`config.mk`:
```
export PLATFORM = sky130hd
export DESIGN_NAME = lockstep_comparator
export DESIGN_NICKNAME = d
export VERILOG_FILES = /design/src/rtl/lockstep_comparator.sv
export SDC_FILE = /design/constraint.sdc
export NUM_CORES = 1
export LEC_CHECK = 0
export BUFFER_PORTS_ARGS = -buffer_cell sky130_fd_sc_hd__buf_4
export CAP_MARGIN = 10
export CORE_MARGIN = 4
export CORE_UTILIZATION = 45
export CTS_BUF_LIST = sky130_fd_sc_hd__clkbuf_4 sky130_fd_sc_hd__clkbuf_8
export CTS_CLUSTER_SIZE = 20
export DETAILED_ROUTE_END_ITERATION = 8
export PLACE_DENSITY = 0.87
export SYNTH_ARGS = -nofsm -noshare
export SYNTH_HDL_FRONTEND = slang
export SYNTH_SLANG_ARGS = --single-unit
export TNS_END_PERCENT = 50
```
`constraint.sdc`:
```
create_clock -name HCLK -period 2.9 [get_ports HCLK]
set_input_delay 0.29 -clock HCLK [delete_from_list [all_inputs] [get_ports HCLK]]
set_output_delay 0.29 -clock HCLK [all_outputs]
set_load 0.02 [all_outputs]
```
`src/rtl/lockstep_comparator.sv`:
```
// N-way lockstep comparator / majority voter with persistence-filtered sticky fault.
// Latency: 1 cycle from DIN to DOUT, MISMATCH, CH_FAULT, FAULT_MASK, ERR_COUNT and FAULT.
// Backpressure: none; DIN is sampled on every rising HCLK edge.
//
// Ports:
//   HCLK, HRESETn   clock, asynchronous active-low reset
//   EN              compare enable (DOUT follows the vote regardless)
//   CLR             synchronous clear of FAULT, FAULT_MASK, ERR_COUNT and run counter
//   DIN             CHANNELS packed observations, channel c at DIN[c*WIDTH +: WIDTH]
//   DOUT            registered voted vector
//   MISMATCH        registered: any channel disagreed with the vote
//   CH_FAULT        registered per-channel disagreement flags
//   FAULT           sticky flag after THRESHOLD consecutive enabled mismatch cycles
//   FAULT_MASK      sticky OR of per-channel disagreements
//   ERR_COUNT       saturating count of enabled mismatch cycles
module lockstep_comparator #(
    parameter int WIDTH     = 42,
    parameter int CHANNELS  = 2,
    parameter int THRESHOLD = 1,
    parameter int CNT_W     = 8
) (
    input  logic                         HCLK,
    input  logic                         HRESETn,
    input  logic                         EN,
    input  logic                         CLR,
    input  logic [CHANNELS*WIDTH-1:0]    DIN,
    output logic [WIDTH-1:0]             DOUT,
    output logic                         MISMATCH,
    output logic [CHANNELS-1:0]          CH_FAULT,
    output logic                         FAULT,
    output logic [CHANNELS-1:0]          FAULT_MASK,
    output logic [CNT_W-1:0]             ERR_COUNT
);

    localparam int              RUN_W   = $clog2(THRESHOLD + 1);
    localparam logic [RUN_W-1:0] RUN_MAX = RUN_W'(THRESHOLD);

    logic [WIDTH-1:0]    vote;
    logic [CHANNELS-1:0] raw_fault;
    logic                raw_mm;
    logic [RUN_W-1:0]    run_cnt;
    logic [RUN_W-1:0]    run_next;

    // Strict majority wins; an exact tie (even channel count) defers to
    // channel 0, which also makes the two-channel case simply follow channel 0.
    function automatic logic vote_bit(input logic [CHANNELS-1:0] bits);
        int ones;
        ones = 0;
        for (int c = 0; c < CHANNELS; c++) begin
            ones = ones + (bits[c] ? 1 : 0);
        end
        if (2 * ones > CHANNELS) begin
            return 1'b1;
        end
        if (2 * ones == CHANNELS) begin
            return bits[0];
        end
        return 1'b0;
    endfunction

    always_comb begin : vote_logic
        logic [CHANNELS-1:0] col;
        col  = '0;
        vote = '0;
        for (int b = 0; b < WIDTH; b++) begin
            for (int c = 0; c < CHANNELS; c++) begin
                col[c] = DIN[c*WIDTH + b];
            end
            vote[b] = vote_bit(col);
        end
    end

    always_comb begin
        raw_fault = '0;
        for (int c = 0; c < CHANNELS; c++) begin
            raw_fault[c] = EN && (DIN[c*WIDTH +: WIDTH] != vote);
        end
    end

    assign raw_mm = |raw_fault;

    // Disabled cycles freeze the run so EN gaps neither break nor extend it.
    always_comb begin
        run_next = run_cnt;
        if (EN) begin
            if (raw_mm) begin
                if (run_cnt != RUN_MAX) begin
                    run_next = run_cnt + 1'b1;
                end
            end else begin
                run_next = '0;
            end
        end
    end

    always_ff @(posedge HCLK or negedge HRESETn) begin
        if (!HRESETn) begin
            DOUT       <= '0;
            MISMATCH   <= 1'b0;
            CH_FAULT   <= '0;
            FAULT      <= 1'b0;
            FAULT_MASK <= '0;
            ERR_COUNT  <= '0;
            run_cnt    <= '0;
        end else begin
            DOUT     <= vote;
            CH_FAULT <= raw_fault;
            MISMATCH <= raw_mm;
            // A mismatch seen in the clear cycle is reported but not accumulated.
            if (CLR) begin
                FAULT      <= 1'b0;
                FAULT_MASK <= '0;
                ERR_COUNT  <= '0;
                run_cnt    <= '0;
            end else begin
                run_cnt    <= run_next;
                FAULT_MASK <= FAULT_MASK | raw_fault;
                if (run_next == RUN_MAX) begin
                    FAULT <= 1'b1;
                end
                if (raw_mm && (ERR_COUNT != '1)) begin
                    ERR_COUNT <= ERR_COUNT + 1'b1;
                end
            end
        end
    end

endmodule

```
==> impl_summary.txt, run 1 <==
----------------------------------------------------
[Clocking]
  Deepest level of the CTS H-tree ... 3
  CTS tree ... built
  TritonCTS buffer count ... 9
  Clock Pin Slew Worst Setup and Hold Paths ... roughly 70 ps
  Post-CTS setup buffers ... 0
  Post-cts resize count ... 0
  Master cell of the clock root buffer ... sky130_fd_sc_hd__clkbuf_8
  Total clock sinks ... 57
  Worst-case clock buffer depth ... 2
  Hold buffer count at CTS ... 0
  Clock insertion delay at the later pin of the skew report ... 330 ps

[Worst setup path]
  Endpoint arrival time on the critical path ... between 2000 and 3000 ps
  Path type of the worst setup path ... input pin to flop
  Minimum setup slack among reg-to-reg paths ... about 850 ps
  Worst setup path end ... ERR_COUNT[0]
  Critical Path End Type ... flop
  Worst r2r src ... ERR_COUNT[0]
  Terminus of the critical flop-to-flop path ... ERR_COUNT[6]
  Register-to-Register Path Depth ... 6
  Category of the worst setup path launch point ... input pin
  Top fanout value on the critical path ... 4
  Critical Path RT ... 3120 ps
  Critical path launch point ... DIN[36]

[Final layout]
  Sequential cell area ... 0.00143 sq mm
  Layout net count ... 585
  Area occupied by multi-input gates ... 0.00198 sq mm
  Area growth from synthesis to layout ... 40.8%
  Share of post-route cells with drive strength above 1 ... 44.7%
  Design area ... about 0.0048 sq mm
  Fillers ... 581
  Antenna diode count ... 0

[Synthesis]
  Avg Synthesized Cell Area ... between 10 and 15 sq um
  Synthesis Warnings ... 0
  Number of cells produced by synthesis ... 299
  Seq/Total Area, Yosys ... about two fifths
  Count of distinct cell types in the synthesized netlist ... 30
  Cell area after synthesis ... 0.00344 sq mm
  Net Count, Synth ... 430
  Register bit count reported by yosys ... 57

[Run status]
  Status ... finished clean

[Die]
  Die X-Extent ... about 95 um
  Floorplan row count ... 31
  Vertical die dimension ... 95.4 um
  Initial Util ... 46.9%
  Area enclosed by the die boundary ... 0.00911 sq mm
  Number of top-level design ports ... 144
  Core Area ... 0.00733 sq mm

[Power and ir drop]
  Worst vdd rail ir drop ... 0.309 mV
  Total leakage power ... 0.00230 uW
  Power density of the placed cells ... 476 mW/mm^2

[Drt]
  Vias ... slightly below 3k
  Via density per instance ... 5.31
  Detailed-router iteration count before antenna repair ... 4
  Post-DRT Antenna Nets ... 0
  Detailed-route wire length per cell ... 16.7 um
  Number of remaining DRC errors ... 0
  Starting DRC count in detailed routing ... 68
  Routed wire length ... about 9300 um

[Placement]
  Cell area after placement ... 0.00465 sq mm
  Detailed placer's ending HPWL ... 7750 um
  Count of input and output buffers ... 143
  Final estimated routing congestion in global placement ... between 0.8 and 0.9

[STA]
  Max Freq ... 406 MHz
  Slew at the pin closest to its max-slew limit ... between 700 and 800 ps
  Setup repair after global routing missed its margin ... no
  Endpoints failing setup ... 0
  Worst clock skew ... 6.12 ps
  Worst relative slew slack ... 50.8%
  Setup TNS after final layout ... 0 ps
  Portion of the clock cycle consumed by the worst path in the final layout ... 84.9%
  Tmin final ... 2460 ps
  Slew Viols, Final ... 0
  Final Hold Viols ... 0

[Flow run]
  Number of max-capacitance violations reported ... 0

[GRT]
  First-pass GRT wire length ... ~15000 um
  Pin count of the biggest net entering global routing ... 58
  All-layer global routing usage ... 21.0%
  Via count of the first global-routing pass ... 3108
  GRT Residual Overflow ... 0
  Initial antenna violation count ... 0

[Worst hold path]
  Class of the tightest hold or removal check ... input pin to async pin

----------------------------------------------------
==> state kept, by name, summed over array words and instances (netlist names) <==
name	count
CH_FAULT	2
DOUT	42
ERR_COUNT	8
FAULT	1
FAULT_MASK	2
MISMATCH	1
run_cnt	1
==> cell usage after synthesis <==
| master | instances | share of area (%) |
|---|---|---|
| sky130_fd_sc_hd__or3_1 | 5 | 0.91 |
| sky130_fd_sc_hd__o21ai_1 | 5 | 0.73 |
| sky130_fd_sc_hd__mux2i_1 | 1 | 0.29 |
| sky130_fd_sc_hd__xnor2_1 | 31 | 7.9 |
| sky130_fd_sc_hd__or4_4 | 1 | 0.33 |
| sky130_fd_sc_hd__a22oi_1 | 2 | 0.44 |
| sky130_fd_sc_hd__nor3_1 | 1 | 0.15 |
| sky130_fd_sc_hd__clkbuf_1 | 1 | 0.11 |
| sky130_fd_sc_hd__nand4_1 | 6 | 1.1 |
| sky130_fd_sc_hd__nor2_1 | 17 | 1.9 |
| sky130_fd_sc_hd__mux2_2 | 41 | 13 |
| sky130_fd_sc_hd__dfrtp_1 | 57 | 41 |
| sky130_fd_sc_hd__nand3_1 | 2 | 0.29 |
| sky130_fd_sc_hd__nor2b_1 | 3 | 0.55 |
| sky130_fd_sc_hd__o31ai_1 | 2 | 0.44 |
| sky130_fd_sc_hd__nor4_1 | 13 | 2.4 |
| sky130_fd_sc_hd__nand2b_1 | 3 | 0.55 |
| sky130_fd_sc_hd__buf_4 | 1 | 0.22 |
| sky130_fd_sc_hd__ha_1 | 43 | 16 |
| sky130_fd_sc_hd__nor4_4 | 1 | 0.62 |
| sky130_fd_sc_hd__a2bb2oi_1 | 1 | 0.25 |
| sky130_fd_sc_hd__inv_1 | 5 | 0.55 |
| sky130_fd_sc_hd__a21oi_1 | 14 | 2.0 |
| sky130_fd_sc_hd__o211ai_1 | 1 | 0.22 |
| sky130_fd_sc_hd__mux2_1 | 2 | 0.65 |
| sky130_fd_sc_hd__nand2_1 | 9 | 0.98 |
| sky130_fd_sc_hd__o22ai_1 | 15 | 2.7 |
| sky130_fd_sc_hd__a31oi_1 | 3 | 0.55 |
| sky130_fd_sc_hd__nor3b_1 | 10 | 2.2 |
| sky130_fd_sc_hd__and3_1 | 3 | 0.55 |
==> report_power, final <==
group / internal, uW / switching [uW]
logic: 343 / 336
clock network: 394 / 344
registers: 862 / 25.3
==> cell families after synthesis <==
| kind of cell | after synthesis | share of synthesized area (%) |
|---|---|---|
| xor gates and xnor gates | 31 | 7.89 |
| and+or+nand+nor | 74 | 12.4 |
| buffers and inverters | 7 | 0.873 |
| DFF | 57 | 41.5 |
| adders and majority gates | 43 | 15.6 |
| muxes | 44 | 14.4 |
| AOI/OAI and AO/OA | 43 | 7.38 |
==> cells in the final DEF (no fill, tap or decap), drive strengths merged, types with 5 or more instances in the layout <==
cell    instances
nor4           14
o21ai           5
nand4           6
inv             5
o22ai          15
dfrtp          57
buf           146
a21oi          14
nor2           17
nor3b          10
or3             5
ha             43
nand2           9
clkbuf          9
xnor2          31
mux2           43
==> worst min-delay path by stage <==
stage                                to     from  slack (ps)
after detailed placement  FAULT_MASK[1]  HRESETn         400
after global routing           DOUT[30]  HRESETn          70
after floorplan             CH_FAULT[0]  HRESETn          -6
final                       CH_FAULT[0]  HRESETn          20
after global placement      CH_FAULT[0]  HRESETn         400
after CTS                 FAULT_MASK[1]  HRESETn          40
==> critical path, cell delays in order <==
cell and delay, ps:
sky130_fd_sc_hd__buf_4 120, sky130_fd_sc_hd__ha_1 340, sky130_fd_sc_hd__nor3b_1 80, sky130_fd_sc_hd__nor4_1 310, sky130_fd_sc_hd__o211ai_1 160, sky130_fd_sc_hd__or4_4 580
sky130_fd_sc_hd__nor4_4 340, sky130_fd_sc_hd__nor2b_1 120, sky130_fd_sc_hd__mux2_1 330
==> per-stage QoR <==
stage                     total power, uW  cells  setup slack, ps  util, %  hold WS (ps)
after floorplan                      1270    299              477        -         -5.59
after global placement               1570    542              178     63.4           405
after detailed placement             1590    542             49.9     63.4           404
after CTS                            2320    558              407     66.1          38.2
after global routing                 2430    558              294     66.1          71.1
final                                2310    558              438     66.1          19.8
==> metal layers <==
| layer | up-vias | wire [um] | global-route usage, % |
|---|---|---|---|
| met5 | - | 0 | 0 |
| li1 | 1440 | - | - |
| met1 | 1399 | 3820 | 25.7 |
| met2 | 109 | 4580 | 35.6 |
| met4 | 0 | 174 | 6.99 |
| met3 | 14 | 756 | 5.76 |
==> final cells by class <==
| class | count | area share (%) |
|---|---|---|
| clock buffers | 9 | 2.56 |
| clock inverters | 7 | 1.47 |
| inverters | 5 | 0.387 |
| multi-input cells | 235 | 41.0 |
| flip-flops and latches | 57 | 29.4 |
| well taps | 99 | 2.56 |
| repair buffers | 146 | 22.6 |
Note: power is estimated with default switching activity, not from simulation.
==> run 2, diff against run 1 <==
Clock period 2.9 ns to 2.3 ns, I/O delays scaled along.
==> impl_summary.txt, run 2 (synthesized netlist as in run 1, its figures left out) <==
----------------------------------------------------
[Run status]
  Status ... finished clean

[Placement]
  Cell area after placement ... 0.00527 sq mm
  Detailed placer's ending HPWL ... 8910 um
  Post-place setup slack ... -444 ps
  Placed insts ... 624
  Final estimated routing congestion in global placement ... 0.827
  Count of input and output buffers ... 143

[Worst setup path]
  Critical Path End Type ... flop
  Terminus of the critical flop-to-flop path ... ERR_COUNT[6]
  Max incr delay on CP ... 550 ps
  Critical Path RT ... 2530 ps
  Top fanout value on the critical path ... 5
  Critical path launch point ... DIN[30]
  Crit-path most repeated cell ... sky130_fd_sc_hd__buf_4
  Worst r2r src ... ERR_COUNT[0]
  Endpoint arrival time on the critical path ... 2500 ps
  Ordered cell list for the critical path ... buf_4, ha_1, buf_4, nor2_1, a21oi_2, nand4_1, or4_4, nor4_4, buf_4, nor3_2, mux2_1
  Critical path's slowest cell ... sky130_fd_sc_hd__or4_4
  Minimum setup slack among reg-to-reg paths ... 250 ps
  Category of the worst setup path launch point ... input pin
  Path type of the worst setup path ... input pin to flop
  Register-to-Register Path Depth ... 6

[Worst hold path]
  Number of cells on the worst hold path ... 2
  Hold Crit Endpoint ... ERR_COUNT[5]
  Worst hold start ... CLR
  Class of the tightest hold or removal check ... input pin to flop

[Clocking]
  CTS tree ... built
  Total clock sinks ... 57
  Worst-case clock buffer depth ... 2
  Deepest level of the CTS H-tree ... 3
  Clock insertion delay at the later pin of the skew report ... between 300 and 400 ps
  TritonCTS buffer count ... 9
  Master cell of the clock root buffer ... sky130_fd_sc_hd__clkbuf_8
  Clock Pin Slew Worst Setup and Hold Paths ... around 80 ps

[Die]
  Floorplan row count ... 31
  Core Area ... 0.00733 sq mm
  Number of top-level design ports ... about 140
  Area enclosed by the die boundary ... 0.00911 sq mm
  Die X-Extent ... between 90 and 100 um
  Initial Util ... 46.9%
  Vertical die dimension ... 95.4 um

[STA]
  Final Hold Viols ... 0
  Worst hold slack across all endpoints ... 147 ps
  Max Freq ... 440 MHz
  Min setup slack post-route ... slightly below 30 ps
  Portion of the clock cycle consumed by the worst path in the final layout ... 98.7%
  Endpoints failing setup ... 0
  Tmin final ... 2270 ps
  Worst clock skew ... 4.23 ps
  Slew Viols, Final ... 0
  Slew at the pin closest to its max-slew limit ... 767 ps
  Worst relative slew slack ... 48.9%

[Final layout]
  Register with the highest flop count ... DOUT
  Commonest non-fill, non-tap cells in the layout ... sky130_fd_sc_hd__buf_4 (230), sky130_fd_sc_hd__dfrtp_1 (57), sky130_fd_sc_hd__mux2_2 (41)
  Area growth from synthesis to layout ... 62.9%
  Largest registers ranked by flip-flop count ... DOUT (42), ERR_COUNT (8)
  Design area ... 0.00561 sq mm
  Share of post-route cells with drive strength above 1 ... between 50% and 60%
  Finished Core Util ... 76.5%
  Antenna diode count ... 0
  Most frequent standard cell in the layout excluding fill and tap cells ... sky130_fd_sc_hd__buf_4
  Fillers ... around 470
  Max reg flops ... 42
  Layout net count ... 671
  Post-route insts no fill ... about 640

[Power and ir drop]
  Total leakage power ... 0.00273 uW
  Worst vdd rail ir drop ... 0.449 mV
  Power density of the placed cells ... about 540 mW/mm^2

[GRT]
  Met3 Usage GRT ... about 5.3%
  Met2 capacity usage during global routing ... 45.6%
  Initial antenna violation count ... 0
  Pin count of the biggest net entering global routing ... 58
  First-pass GRT wire length ... about 17000 um
  Via count of the first global-routing pass ... 3642
  GRT Residual Overflow ... 0
  Grt peak-use layer ... met2
  Met1 track utilization from global routing ... 26.2%
  All-layer global routing usage ... 24.4%

[Flow run]
  Number of max-capacitance violations reported ... 0

[Drt]
  Number of remaining DRC errors ... 0
  Post-DRT Antenna Nets ... 0
  Starting DRC count in detailed routing ... 78
  Routed wire length ... between 10000 and 15000 um
  Via density per instance ... 5.28
  Detailed-router iteration count before antenna repair ... 4
  Vias ... 3399
  Detailed-route wire length per cell ... 17.4 um

----------------------------------------------------
run 2: changes by cell type in the layout (fill, tap and decap cells not counted), moves of 2 or more:
cell                         change
sky130_fd_sc_hd__buf_4          +84
sky130_fd_sc_hd__clkinv_4        +2
sky130_fd_sc_hd__clkinvlp_4      -2
sky130_fd_sc_hd__ha_1            -5
sky130_fd_sc_hd__ha_4            +5
sky130_fd_sc_hd__nor4_1          -3
sky130_fd_sc_hd__nor4_2          +2
run 2: worst max-delay path by stage:
stage | end | slack [ps] | cells after the start
6_report | ERR_COUNT[6] | 30 | 11
5_1_grt | ERR_COUNT[6] | -70 | 11
4_1_cts | ERR_COUNT[0] | 30 | 10
3_5_place_dp | ERR_COUNT[0] | -440 | 10
3_3_place_gp | ERR_COUNT[0] | -360 | 10
2_1_floorplan | ERR_COUNT[0] | 10 | 8
run 2: metrics by stage:
stage / setup TNS [ps] / power (uW)
after floorplan: 0 / 1600
after global placement: -2370 / 2120
after detailed placement: -3210 / 2160
after CTS: 0 / 3040
after global routing: -244 / 3200
final: 0 / 3050
run 2: report_power, final:
part	total, uW	internal [uW]	switching, uW
clock network	867	421	446
logic	1060	576	489
registers	1120	1090	34.3
run 2: critical path: cells and delay by family:
family | cells | cell delay (ps)
and+or+nand+nor | 5 | 1050
adders and majority gates | 1 | 310
muxes | 1 | 300
buffers and inverters | 3 | 430
AOI/OAI and AO/OA | 1 | 170
run 2: routing by layer:
layer,part of all wire (%),up-vias
li1,-,1602
met1,37,1645
met2,54,130
met3,6.0,22
met4,2.3,0
met5,0,-
run 2: area by class of cell:
cell class                 instances  area [sq um]  share of cell area (%)
clock buffer                      10           138                    2.46
clock inverter                     6          43.8                   0.781
inverter                           5          18.8                   0.335
multi-input combinational        235          2110                    37.7
sequential                        57          1430                    25.4
tap                               99           124                    2.21
timing repair buffer             232          1740                    31.1
run 2: repair_timing:
action / CTS / global route
pin swaps: 0 / 5
cloned: 0 / 1
resized for setup: 3 / 14
buffers inserted: 0 / 2
endpoints found under the setup margin: 7 / 7
hold buffers: 1 / 0
hold endpoints to repair: 57 / 0
==> run 3, diff against run 2 <==
Settings changed: BUFFER_PORTS_ARGS -buffer_cell sky130_fd_sc_hd__buf_4 to unset, DONT_BUFFER_PORTS set to 1, PLACE_DENSITY 0.87 to 0.71.
==> impl_summary.txt, run 3 (synthesized netlist as in run 1, its figures left out) <==
----------------------------------------------------
[Final layout]
  Share of post-route cells with drive strength above 1 ... 30.3%
  Commonest non-fill, non-tap cells in the layout ... sky130_fd_sc_hd__dfrtp_1 (57), sky130_fd_sc_hd__buf_4 (47), sky130_fd_sc_hd__ha_1 (43)
  Register with the highest flop count ... DOUT
  Most frequent standard cell in the layout excluding fill and tap cells ... sky130_fd_sc_hd__dfrtp_1
  Max reg flops ... 42
  Area growth from synthesis to layout ... 21.9%
  Largest registers ranked by flip-flop count ... DOUT (42), ERR_COUNT (8)
  Post-route insts no fill ... 462
  Antenna diode count ... 0
  Layout net count ... 489

[STA]
  Worst relative slew slack ... 68.6%
  Max Freq ... 459 MHz
  Worst clock skew ... 2.15 ps
  Tmin final ... around 2200 ps
  Endpoints failing setup ... 0
  Setup TNS after final layout ... 0 ps
  Portion of the clock cycle consumed by the worst path in the final layout ... 94.8%
  Slew Viols, Final ... 0
  Setup repair after global routing missed its margin ... no
  Final Hold Viols ... 0
  Slew at the pin closest to its max-slew limit ... 467 ps

[Clocking]
  Master cell of the clock root buffer ... sky130_fd_sc_hd__clkbuf_8
  Clock Pin Slew Worst Setup and Hold Paths ... 70 ps
  Post-CTS setup buffers ... 0
  TritonCTS buffer count ... 9
  Deepest level of the CTS H-tree ... 3
  Total clock sinks ... between 50 and 60
  Worst-case clock buffer depth ... 2
  Clock insertion delay at the later pin of the skew report ... ~330 ps
  CTS tree ... built

[Drt]
  Post-DRT Antenna Nets ... 0
  Detailed-router iteration count before antenna repair ... 4
  Routed wire length ... 9020 um
  Vias ... 2632
  Detailed-route wire length per cell ... 19.5 um
  Starting DRC count in detailed routing ... 50
  Number of remaining DRC errors ... 0
  Via density per instance ... 5.70

[GRT]
  GRT Residual Overflow ... 0
  Pin count of the biggest net entering global routing ... 58
  Via count of the first global-routing pass ... roughly 2.9k
  All-layer global routing usage ... 21.1%
  First-pass GRT wire length ... 14500 um
  Initial antenna violation count ... 0

[Worst setup path]
  CP bufs+invs ... 1
  Ordered cell list for the critical path ... ha_1, nor4_1, nand4_1, o31ai_2, inv_1, nor4_4, nor2b_1, mux2_1
  Max incr delay on CP ... 470 ps
  Category of the worst setup path launch point ... input pin
  Critical Path RT ... 2520 ps
  Critical Path End Type ... flop
  Endpoint arrival time on the critical path ... 2400 ps
  Path type of the worst setup path ... input pin to flop
  Top fanout value on the critical path ... 4
  Critical path's slowest cell ... sky130_fd_sc_hd__nor4_1
  Family of cells with the greatest summed delay on the critical path ... simple AND/OR/NAND/NOR gates

[Die]
  Initial Util ... 46.9%
  Core Area ... 0.00733 sq mm
  Die X-Extent ... 95.4 um
  Number of top-level design ports ... between 100 and 150
  Vertical die dimension ... 95.4 um
  Area enclosed by the die boundary ... approximately 0.0091 sq mm
  Floorplan row count ... 31

[Worst hold path]
  Class of the tightest hold or removal check ... input pin to flop

[Placement]
  Final estimated routing congestion in global placement ... 0.812
  Placed insts ... 443
  Detailed placer's ending HPWL ... 7350 um
  Count of input and output buffers ... 0

[Power and ir drop]
  Power density of the placed cells ... about 690 mW/mm^2
  Total leakage power ... roughly 0.0019 uW
  Worst vdd rail ir drop ... 0.299 mV

[Flow run]
  Number of max-capacitance violations reported ... 0

[Run status]
  Status ... finished clean

----------------------------------------------------
[run 3: cell count changes in the layout (fill, tap and decap cells not counted), sizes merged]
cell and change:
clkbuf +1, clkinv -2, clkinvlp -1, buf -183
bufinv +2, dlygate4sd3 +1
[run 3: timing repair]
item / CTS / global route
gates resized for setup: 0 / 2
endpoints found under the hold margin: 66 / 0
hold buffers: 3 / 0
setup endpoints to repair: 0 / 3
[run 3: cell type report]
class                   count  area (sq um)
well taps                  99           124
fillers                   639          3140
clock buffers              11           145
clock inverters             5          78.8
multi-input cells         235          2000
repair buffers             50           400
inverters                   5          18.8
flip-flops and latches     57          1430
[run 3: worst register-to-register path, cell delays in order (launching register included)]
cell and delay [ps]:
sky130_fd_sc_hd__dfrtp_1 380, sky130_fd_sc_hd__ha_1 210, sky130_fd_sc_hd__and3_1 190, sky130_fd_sc_hd__a31oi_1 410
sky130_fd_sc_hd__nand2_1 170, sky130_fd_sc_hd__nor3_1 180, sky130_fd_sc_hd__mux2_1 350
[run 3: power breakdown]
part           total [uW]  leakage [uW]  switching [uW]  internal (uW)
registers            1240      0.000709             149           1090
logic                 578       0.00104             256            322
clock network        1070      0.000117             425            650
[run 3: worst paths after layout]
kind                       slack [ps]    startpoint           end  cells past startpoint
max reg2reg                       300  ERR_COUNT[0]  ERR_COUNT[6]                      6
min reg2reg                       580       run_cnt       run_cnt                      2
min                                30       DIN[34]      DOUT[34]                      2
min in group asynchronous         430       HRESETn      DOUT[36]                      2
max in group asynchronous        1600       HRESETn      DOUT[29]                      2
max                               120       DIN[34]  ERR_COUNT[0]                      8
[run 3: stage by stage]
stage                     utilization [%]  worst slack (ps)  total power [uW]  hold WS, ps  area (sq um)
after floorplan                         -              12.1              1600        -65.6          3450
after global placement               53.4              -202              1790        -63.8          3910
after detailed placement             53.4              -293              1800        -63.6          3910
after CTS                            57.1              72.8              2910         17.4          4180
after global routing                 57.2             0.500              3040         21.0          4200
final                                57.2               120              2890         33.1          4200
[run 3: per-layer routing]
| layer | GRT usage, % | routed length [um] | vias up |
|---|---|---|---|
| met5 | 0 | 0 | - |
| met4 | 10.4 | 347 | 0 |
| met3 | 7.50 | 839 | 29 |
| met2 | 35.0 | 4440 | 116 |
| met1 | 23.9 | 3390 | 1242 |
| li1 | - | - | 1245 |
